==> src/rtl/grf_wb_arbiter_if.sv <==
// Bus bundle between the W stage, the multi-cycle unit, decode and the register-file write port.
// The arbiter takes the slave side; the driver of requests takes the master side.
interface grf_wb_arbiter_if;
    logic        wb_we;
    logic [4:0]  wb_addr;
    logic [31:0] wb_data;
    logic        wb_stall;

    logic        md_valid;
    logic [4:0]  md_addr;
    logic [31:0] md_data;
    logic        md_ready;

    logic [4:0]  q_rs;
    logic [4:0]  q_rt;
    logic        hazard;

    logic        grf_we;
    logic [4:0]  grf_a3;
    logic [31:0] grf_wd;

    modport slave (
        input  wb_we, wb_addr, wb_data, md_valid, md_addr, md_data, q_rs, q_rt,
        output wb_stall, md_ready, hazard, grf_we, grf_a3, grf_wd
    );

    modport master (
        output wb_we, wb_addr, wb_data, md_valid, md_addr, md_data, q_rs, q_rt,
        input  wb_stall, md_ready, hazard, grf_we, grf_a3, grf_wd
    );
endinterface

==> src/rtl/grf_wb_arbiter.sv <==
// Shares the single register-file write port between the W stage and a 2-entry buffer of
// multi-cycle results, with starvation forcing, stale-entry killing and decode hazard detection.
module grf_wb_arbiter #(
    parameter int unsigned STARVE_MAX = 3
) (
    input logic              clk,
    input logic              reset,
    grf_wb_arbiter_if.slave  bus
);

    localparam logic [1:0] StarveMax = 2'(STARVE_MAX);

    logic [1:0]  count_q, count_d;
    logic [1:0]  starve_q, starve_d;
    logic [1:0]  valid_q, valid_d;
    logic [1:0]  kill_q, kill_d;
    logic [4:0]  addr_q [2];
    logic [4:0]  addr_d [2];
    logic [31:0] data_q [2];
    logic [31:0] data_d [2];

    logic       wb_live;
    logic       force_head;
    logic       grant_head;
    logic       grant_wb;
    logic       push;
    logic [1:0] count_pop;

    // Arbitration decode
    always_comb begin
        wb_live    = bus.wb_we & (bus.wb_addr != 5'd0);
        force_head = (count_q != 2'd0) & (starve_q == StarveMax);
        grant_head = (count_q != 2'd0) & (force_head | ~wb_live);
        grant_wb   = wb_live & ~force_head;
        push       = bus.md_valid & (count_q != 2'd2) & (bus.md_addr != 5'd0);
        count_pop  = count_q - {1'b0, grant_head};
    end

    // FIFO next state: kill stale entries, then pop, then push behind what remains
    always_comb begin
        valid_d = valid_q;
        kill_d  = kill_q;
        for (int i = 0; i < 2; i++) begin
            addr_d[i] = addr_q[i];
            data_d[i] = data_q[i];
        end

        if (grant_wb) begin
            for (int i = 0; i < 2; i++) begin
                if (valid_q[i] && (addr_q[i] == bus.wb_addr)) begin
                    kill_d[i] = 1'b1;
                end
            end
        end

        if (grant_head) begin
            valid_d[0] = valid_q[1];
            kill_d[0]  = kill_q[1];
            addr_d[0]  = addr_q[1];
            data_d[0]  = data_q[1];
            valid_d[1] = 1'b0;
            kill_d[1]  = 1'b0;
        end

        // A result arriving alongside a WB write to the same register is newer; never killed
        for (int i = 0; i < 2; i++) begin
            if (push && (count_pop == 2'(i))) begin
                valid_d[i] = 1'b1;
                kill_d[i]  = 1'b0;
                addr_d[i]  = bus.md_addr;
                data_d[i]  = bus.md_data;
            end
        end

        count_d = count_pop + {1'b0, push};
    end

    always_comb begin
        if ((count_q == 2'd0) || grant_head) begin
            starve_d = 2'd0;
        end else if (starve_q != 2'd3) begin
            starve_d = starve_q + 2'd1;
        end else begin
            starve_d = starve_q;
        end
    end

    always_ff @(posedge clk) begin
        if (reset) begin
            count_q  <= 2'd0;
            starve_q <= 2'd0;
            valid_q  <= 2'b00;
            kill_q   <= 2'b00;
        end else begin
            count_q  <= count_d;
            starve_q <= starve_d;
            valid_q  <= valid_d;
            kill_q   <= kill_d;
        end
    end

    // Payload needs no reset: valid bits qualify every use
    always_ff @(posedge clk) begin
        for (int i = 0; i < 2; i++) begin
            addr_q[i] <= addr_d[i];
            data_q[i] <= data_d[i];
        end
    end

    always_comb begin
        bus.md_ready = (count_q != 2'd2);
        bus.grf_we   = 1'b0;
        bus.grf_a3   = 5'd0;
        bus.grf_wd   = 32'd0;
        bus.wb_stall = 1'b0;
        bus.hazard   = 1'b0;
        if (!reset) begin
            if (grant_head) begin
                if (!kill_q[0]) begin
                    bus.grf_we = 1'b1;
                    bus.grf_a3 = addr_q[0];
                    bus.grf_wd = data_q[0];
                end
            end else if (grant_wb) begin
                bus.grf_we = 1'b1;
                bus.grf_a3 = bus.wb_addr;
                bus.grf_wd = bus.wb_data;
            end
            bus.wb_stall = force_head & wb_live;
            for (int i = 0; i < 2; i++) begin
                if (valid_q[i] && !kill_q[i] &&
                    (((bus.q_rs != 5'd0) && (bus.q_rs == addr_q[i])) ||
                     ((bus.q_rt != 5'd0) && (bus.q_rt == addr_q[i])))) begin
                    bus.hazard = 1'b1;
                end
            end
        end
    end

endmodule

==> src/flat_wrapper.sv <==
// flat-port wrapper written by rule: the top's interface ports become plain ports
module grf_wb_arbiter_flat 
#(
    parameter int unsigned STARVE_MAX = 3
)
  (clk, reset, bus_wb_we, bus_wb_addr, bus_wb_data, bus_md_valid, bus_md_addr, bus_md_data, bus_q_rs, bus_q_rt, bus_wb_stall, bus_md_ready, bus_hazard, bus_grf_we, bus_grf_a3, bus_grf_wd);
  grf_wb_arbiter_if bus_i ();
  input logic clk;
  input logic reset;
  input wire logic [$bits(bus_i.wb_we)-1:0] bus_wb_we;
  input wire logic [$bits(bus_i.wb_addr)-1:0] bus_wb_addr;
  input wire logic [$bits(bus_i.wb_data)-1:0] bus_wb_data;
  input wire logic [$bits(bus_i.md_valid)-1:0] bus_md_valid;
  input wire logic [$bits(bus_i.md_addr)-1:0] bus_md_addr;
  input wire logic [$bits(bus_i.md_data)-1:0] bus_md_data;
  input wire logic [$bits(bus_i.q_rs)-1:0] bus_q_rs;
  input wire logic [$bits(bus_i.q_rt)-1:0] bus_q_rt;
  output wire logic [$bits(bus_i.wb_stall)-1:0] bus_wb_stall;
  output wire logic [$bits(bus_i.md_ready)-1:0] bus_md_ready;
  output wire logic [$bits(bus_i.hazard)-1:0] bus_hazard;
  output wire logic [$bits(bus_i.grf_we)-1:0] bus_grf_we;
  output wire logic [$bits(bus_i.grf_a3)-1:0] bus_grf_a3;
  output wire logic [$bits(bus_i.grf_wd)-1:0] bus_grf_wd;
  assign bus_i.wb_we = bus_wb_we;
  assign bus_i.wb_addr = bus_wb_addr;
  assign bus_i.wb_data = bus_wb_data;
  assign bus_i.md_valid = bus_md_valid;
  assign bus_i.md_addr = bus_md_addr;
  assign bus_i.md_data = bus_md_data;
  assign bus_i.q_rs = bus_q_rs;
  assign bus_i.q_rt = bus_q_rt;
  assign bus_wb_stall = bus_i.wb_stall;
  assign bus_md_ready = bus_i.md_ready;
  assign bus_hazard = bus_i.hazard;
  assign bus_grf_we = bus_i.grf_we;
  assign bus_grf_a3 = bus_i.grf_a3;
  assign bus_grf_wd = bus_i.grf_wd;
  grf_wb_arbiter #(.STARVE_MAX(STARVE_MAX)) u_core (.clk(clk), .reset(reset), .bus(bus_i));
endmodule
==> config.mk <==
export PLATFORM = sky130hd
export DESIGN_NAME = grf_wb_arbiter_flat
export DESIGN_NICKNAME = d
export VERILOG_FILES = /design/src/rtl/grf_wb_arbiter_if.sv /design/src/rtl/grf_wb_arbiter.sv /design/src/flat_wrapper.sv
export SDC_FILE = /design/constraint.sdc
export NUM_CORES = 1
export LEC_CHECK = 0
export BUFFER_PORTS_ARGS = -buffer_cell sky130_fd_sc_hd__buf_2
export CORE_ASPECT_RATIO = 0.6
export CORE_MARGIN = 1
export CORE_UTILIZATION = 30
export DETAILED_ROUTE_END_ITERATION = 8
export GPL_TIMING_DRIVEN = 0
export PLACE_DENSITY = 0.52
export SYNTH_ARGS = -nofsm -noshare
export SYNTH_HDL_FRONTEND = slang
export SYNTH_SLANG_ARGS = --single-unit
==> constraint.sdc <==
create_clock -name clk -period 2.94 [get_ports clk]
set_input_delay 0 -clock clk [delete_from_list [all_inputs] [get_ports clk]]
set_output_delay 0 -clock clk [all_outputs]
set_load 0.1 [all_outputs]
==> flow_summary.toml <==
[setup_path]
worstSetupPathType = "input pin to flop"
worstPathArrival_ps = 2790
ff2ff_setup_slack_ps = 540
cpPeakStageDelay_ps = 520
crit_fanout = 19
slowest_stage = "dlygate4sd3_1"
path_cells = "dlygate4sd3_1, buf_2, or4_1, o21ai_2, nor2_1, nand2_2, buf_6, buf_6, nand2_2, buf_16"
path_delay_family = "buffers and inverters"
start_kind = "input pin"
ff2ff_path_depth = 10
r2r_start = "u_core.starve_q[0]"
timing.rr.end = "u_core.data_q[0][25]"
crit_path_end_kind = "flop"
cp.buffers_inverters = 5
worst_ep_required_time_ps = 3020

[logic_synthesis]
synth_top_family_by_area = "multiplexers"
async_flop_share_pct = 0
syn_inst = 300
synth_edf_count = 74
yosys.cell_types.count = 36
synthTopCellsByArea = "edfxtp_1, mux2_2, a22o_1"
synth.cells.most_frequent = "edfxtp_1, nor2_1, mux2_2, a22o_1"
yosysTopAreaCellShare_pct = 56.0
yosys.area_share.simple_pct = 8.55
synth_mux_area_share_pct = 11.8
yosys_warnings = 0
synth_compound_area_share_pct = 9.84
synthesis.nets = 389
yosysMostFrequentCell = "edfxtp_1"
ys_ff_latch = 82
yosysTopAreaCell = "edfxtp_1"
synthAdderAreaFrac_pct = 0.315
synth_ff_type = "edfxtp_1"
synth_xor_area_share_pct = 6.84
syn_area_per_cell_um2 = 13.2
netlist_area_um2 = 3970
yosysSeqAreaShare_pct = 60.0

[cts]
cts_root_buffer = "clkbuf_16"
cts_buffer_depth = 2
clock_sinks = 82
clk_latency_ps = 330
cts-buffers-inserted = 9
cts-htree-levels = 3
cts_post_setup_buffers_inserted = 0
clk_pin_slew_ps = 60
cts_tree = "yes"

[pwr]
p_leak_uw = 0.00226
irDropWorstVdd_mv = 0.305
p_seq_share_pct = 43.7
powerDensity_nw_per_um2 = 577
power_frac_clock_pct = 33.3
power.internal_uw = 2250
sw_frac_of_total_pct = 30.0
pwr-share-comb_pct = 23.0
p_switching_uw = 964

[floorplanning]
io_pins = 129
num_rows = 32
die_y_um = 91.1
core_um2 = 12900
die_area_um2 = 13700
start_util_pct = 30.9
die_x_um = 150

[hold_path]
worst_hold_path_type = "input pin to flop"
hold_end = "u_core.addr_q[0][3]"
min-delay-start = "bus_md_addr[3]"
hold_path_depth = 2

[timing]
tightest_slew_ps = 893
finClkSkew_ps = 6.67
rsz0062_at_grt = "no"
setup_slack_ps = 225
hold_viol = 0
finalCritPeriodShare_pct = 92.4
slew_headroom_pct = 40.4
slew_viol_final = 0
finalSetupViolCount = 0
finalCriticalPeriod_ps = 2720
fmaxAchievable_mhz = 368

[drt]
wirelength_um = 10500
drc_errors = 0
detail-route-antenna-nets = 0
wire_per_inst_um = 16.1
first_pass_iters = 4
vias = 3064
viasPerCell = 4.70
drtIter0Drc = 131

[placed_design]
placed_area_um2 = 4850
io_buffers = 127
pre_cts_ws_ps = 68.1
dpl.hpwl_um = 7520
gp_congestion = 0.834

[global_route]
grt_max_degree = 39
gr-total-overflow = 0
grt_pass1_vias = 3104
grtUsageTotal_pct = 16.3
antenna_found_initial = 0
grt_pass1_wl_um = 16600

[cells_and_area]
final_layout_size_suffix_gt1_share_pct = 40.7
diodes = 0
final_net_count = 566
finalInstanceArea_um2 = 5570
area_growth_pct = 40.4
post-route-util_pct = 43.4

[status]
run_status = "complete, no violations"

[job]
maxCapViolCount = 0
cell type report:
class / instances / area (um2)
clock buffer: 11 / 233
fill: 1245 / 7280
sequential: 82 / 2380
tap: 170 / 213
inverter: 4 / 15.0
multi-input combinational: 198 / 1500
clock inverter: 5 / 45.0
buffer: 16 / 95.1
timing repair buffer: 166 / 1090
worst register-to-register path, stage by stage (launching register included):
cell	delay [ps]
dfxtp_1	320
ha_1	250
inv_1	80
o211a_1	150
buf_6	130
nand2_4	60
nand2_2	120
buf_6	180
buf_6	210
nand2_2	350
buf_16	300
per-layer routing:
layer / wire length, um / up-vias / share of wire, % / track usage (%)
met5: 0 / - / 0 / 0
met4: 88 / 0 / 0.84 / 3.87
met3: 742 / 8 / 7.1 / 4.62
met2: 4300 / 106 / 41 / 23.2
met1: 5360 / 1468 / 51 / 23.9
li1: - / 1482 / - / -
worst max-delay path by stage:
stage	to	slack [ps]	from	cells after the start
2_1_floorplan	bus_grf_a3[3]	20	u_core.starve_q[0]	8
3_5_place_dp	bus_grf_wd[10]	70	u_core.starve_q[0]	9
6_report	u_core.data_q[0][25]	220	bus_md_addr[4]	10
5_1_grt	bus_grf_wd[30]	4	u_core.starve_q[0]	9
4_1_cts	bus_grf_wd[3]	20	u_core.starve_q[0]	9
3_3_place_gp	u_core.data_q[0][11]	-630	bus_md_addr[1]	8
what timing repair did:
action                                  4_1_cts  5_1_grt
endpoints found under the setup margin       20       52
gates resized for setup                       2       22
pin swaps                                     0        1
endpoints found under the hold margin        71        0
hold buffers                                 38        0
power groups by stage:
stage / logic (uW) / clock network [uW] / registers, uW
after floorplan: 510 / 0 / 1410
after global placement: 669 / 0 / 1430
after detailed placement: 689 / 0 / 1430
after CTS: 732 / 1110 / 1410
after global routing: 787 / 1150 / 1410
final: 739 / 1070 / 1410
sequential cells by signal (all words and copies together), names as in the netlist:
name and cells:
u_core.starve_q 2, u_core.valid_q 2, u_core.data_q 64, u_core.kill_q 2, u_core.addr_q 10, u_core.count_q 2
cell usage in the layout (no fill, tap or decap), types with 2 or more instances in the layout:
cell | netlist | final
inv_1 | 4 | 3
nand2_2 | 1 | 2
a22o_1 | 24 | 24
a31oi_1 | 5 | 5
a21oi_1 | 16 | 16
dfxtp_1 | 8 | 8
o21ai_0 | 2 | 2
nor3_1 | 7 | 6
buf_2 | 6 | 114
nand4_1 | 2 | 2
nand3_1 | 3 | 3
mux2i_1 | 2 | 2
buf_6 | 3 | 3
clkbuf_1 | 7 | 7
or2_2 | 2 | 2
mux2_4 | 8 | 8
clkbuf_2 | 0 | 2
nor2_1 | 38 | 38
edfxtp_1 | 74 | 74
xor2_1 | 15 | 15
nor4_1 | 5 | 5
clkbuf_4 | 0 | 19
or4_1 | 2 | 2
xnor2_1 | 16 | 16
clkbuf_16 | 0 | 9
mux2_2 | 29 | 29
nand2_1 | 9 | 8
clkinv_1 | 0 | 4
dlygate4sd3_1 | 0 | 38
metrics by stage:
| step | cells | power [uW] | hold WS (ps) | setup TNS (ps) |
|---|---|---|---|---|
| after CTS | 652 | 3240 | 7.11 | 0 |
| after detailed placement | 598 | 2120 | 192 | 0 |
| after global routing | 652 | 3350 | 17.8 | 0 |
| final | 652 | 3220 | 26.1 | 0 |
| after floorplan | 300 | 1920 | 83.1 | 0 |
| after global placement | 597 | 2100 | 192 | -23100 |
cell families (layout without fill, tap and decap cells):
group / count (synthesis) / after routing
buffers and inverters: 20 / 202
adder cells (fa/ha/maj): 1 / 1
multiplexers: 39 / 39
AND/OR/NAND/NOR: 73 / 73
AO/OA/AOI/OAI: 54 / 54
flip-flops: 82 / 82
XOR/XNOR: 31 / 31
Note: power is estimated with default switching activity, not from simulation.
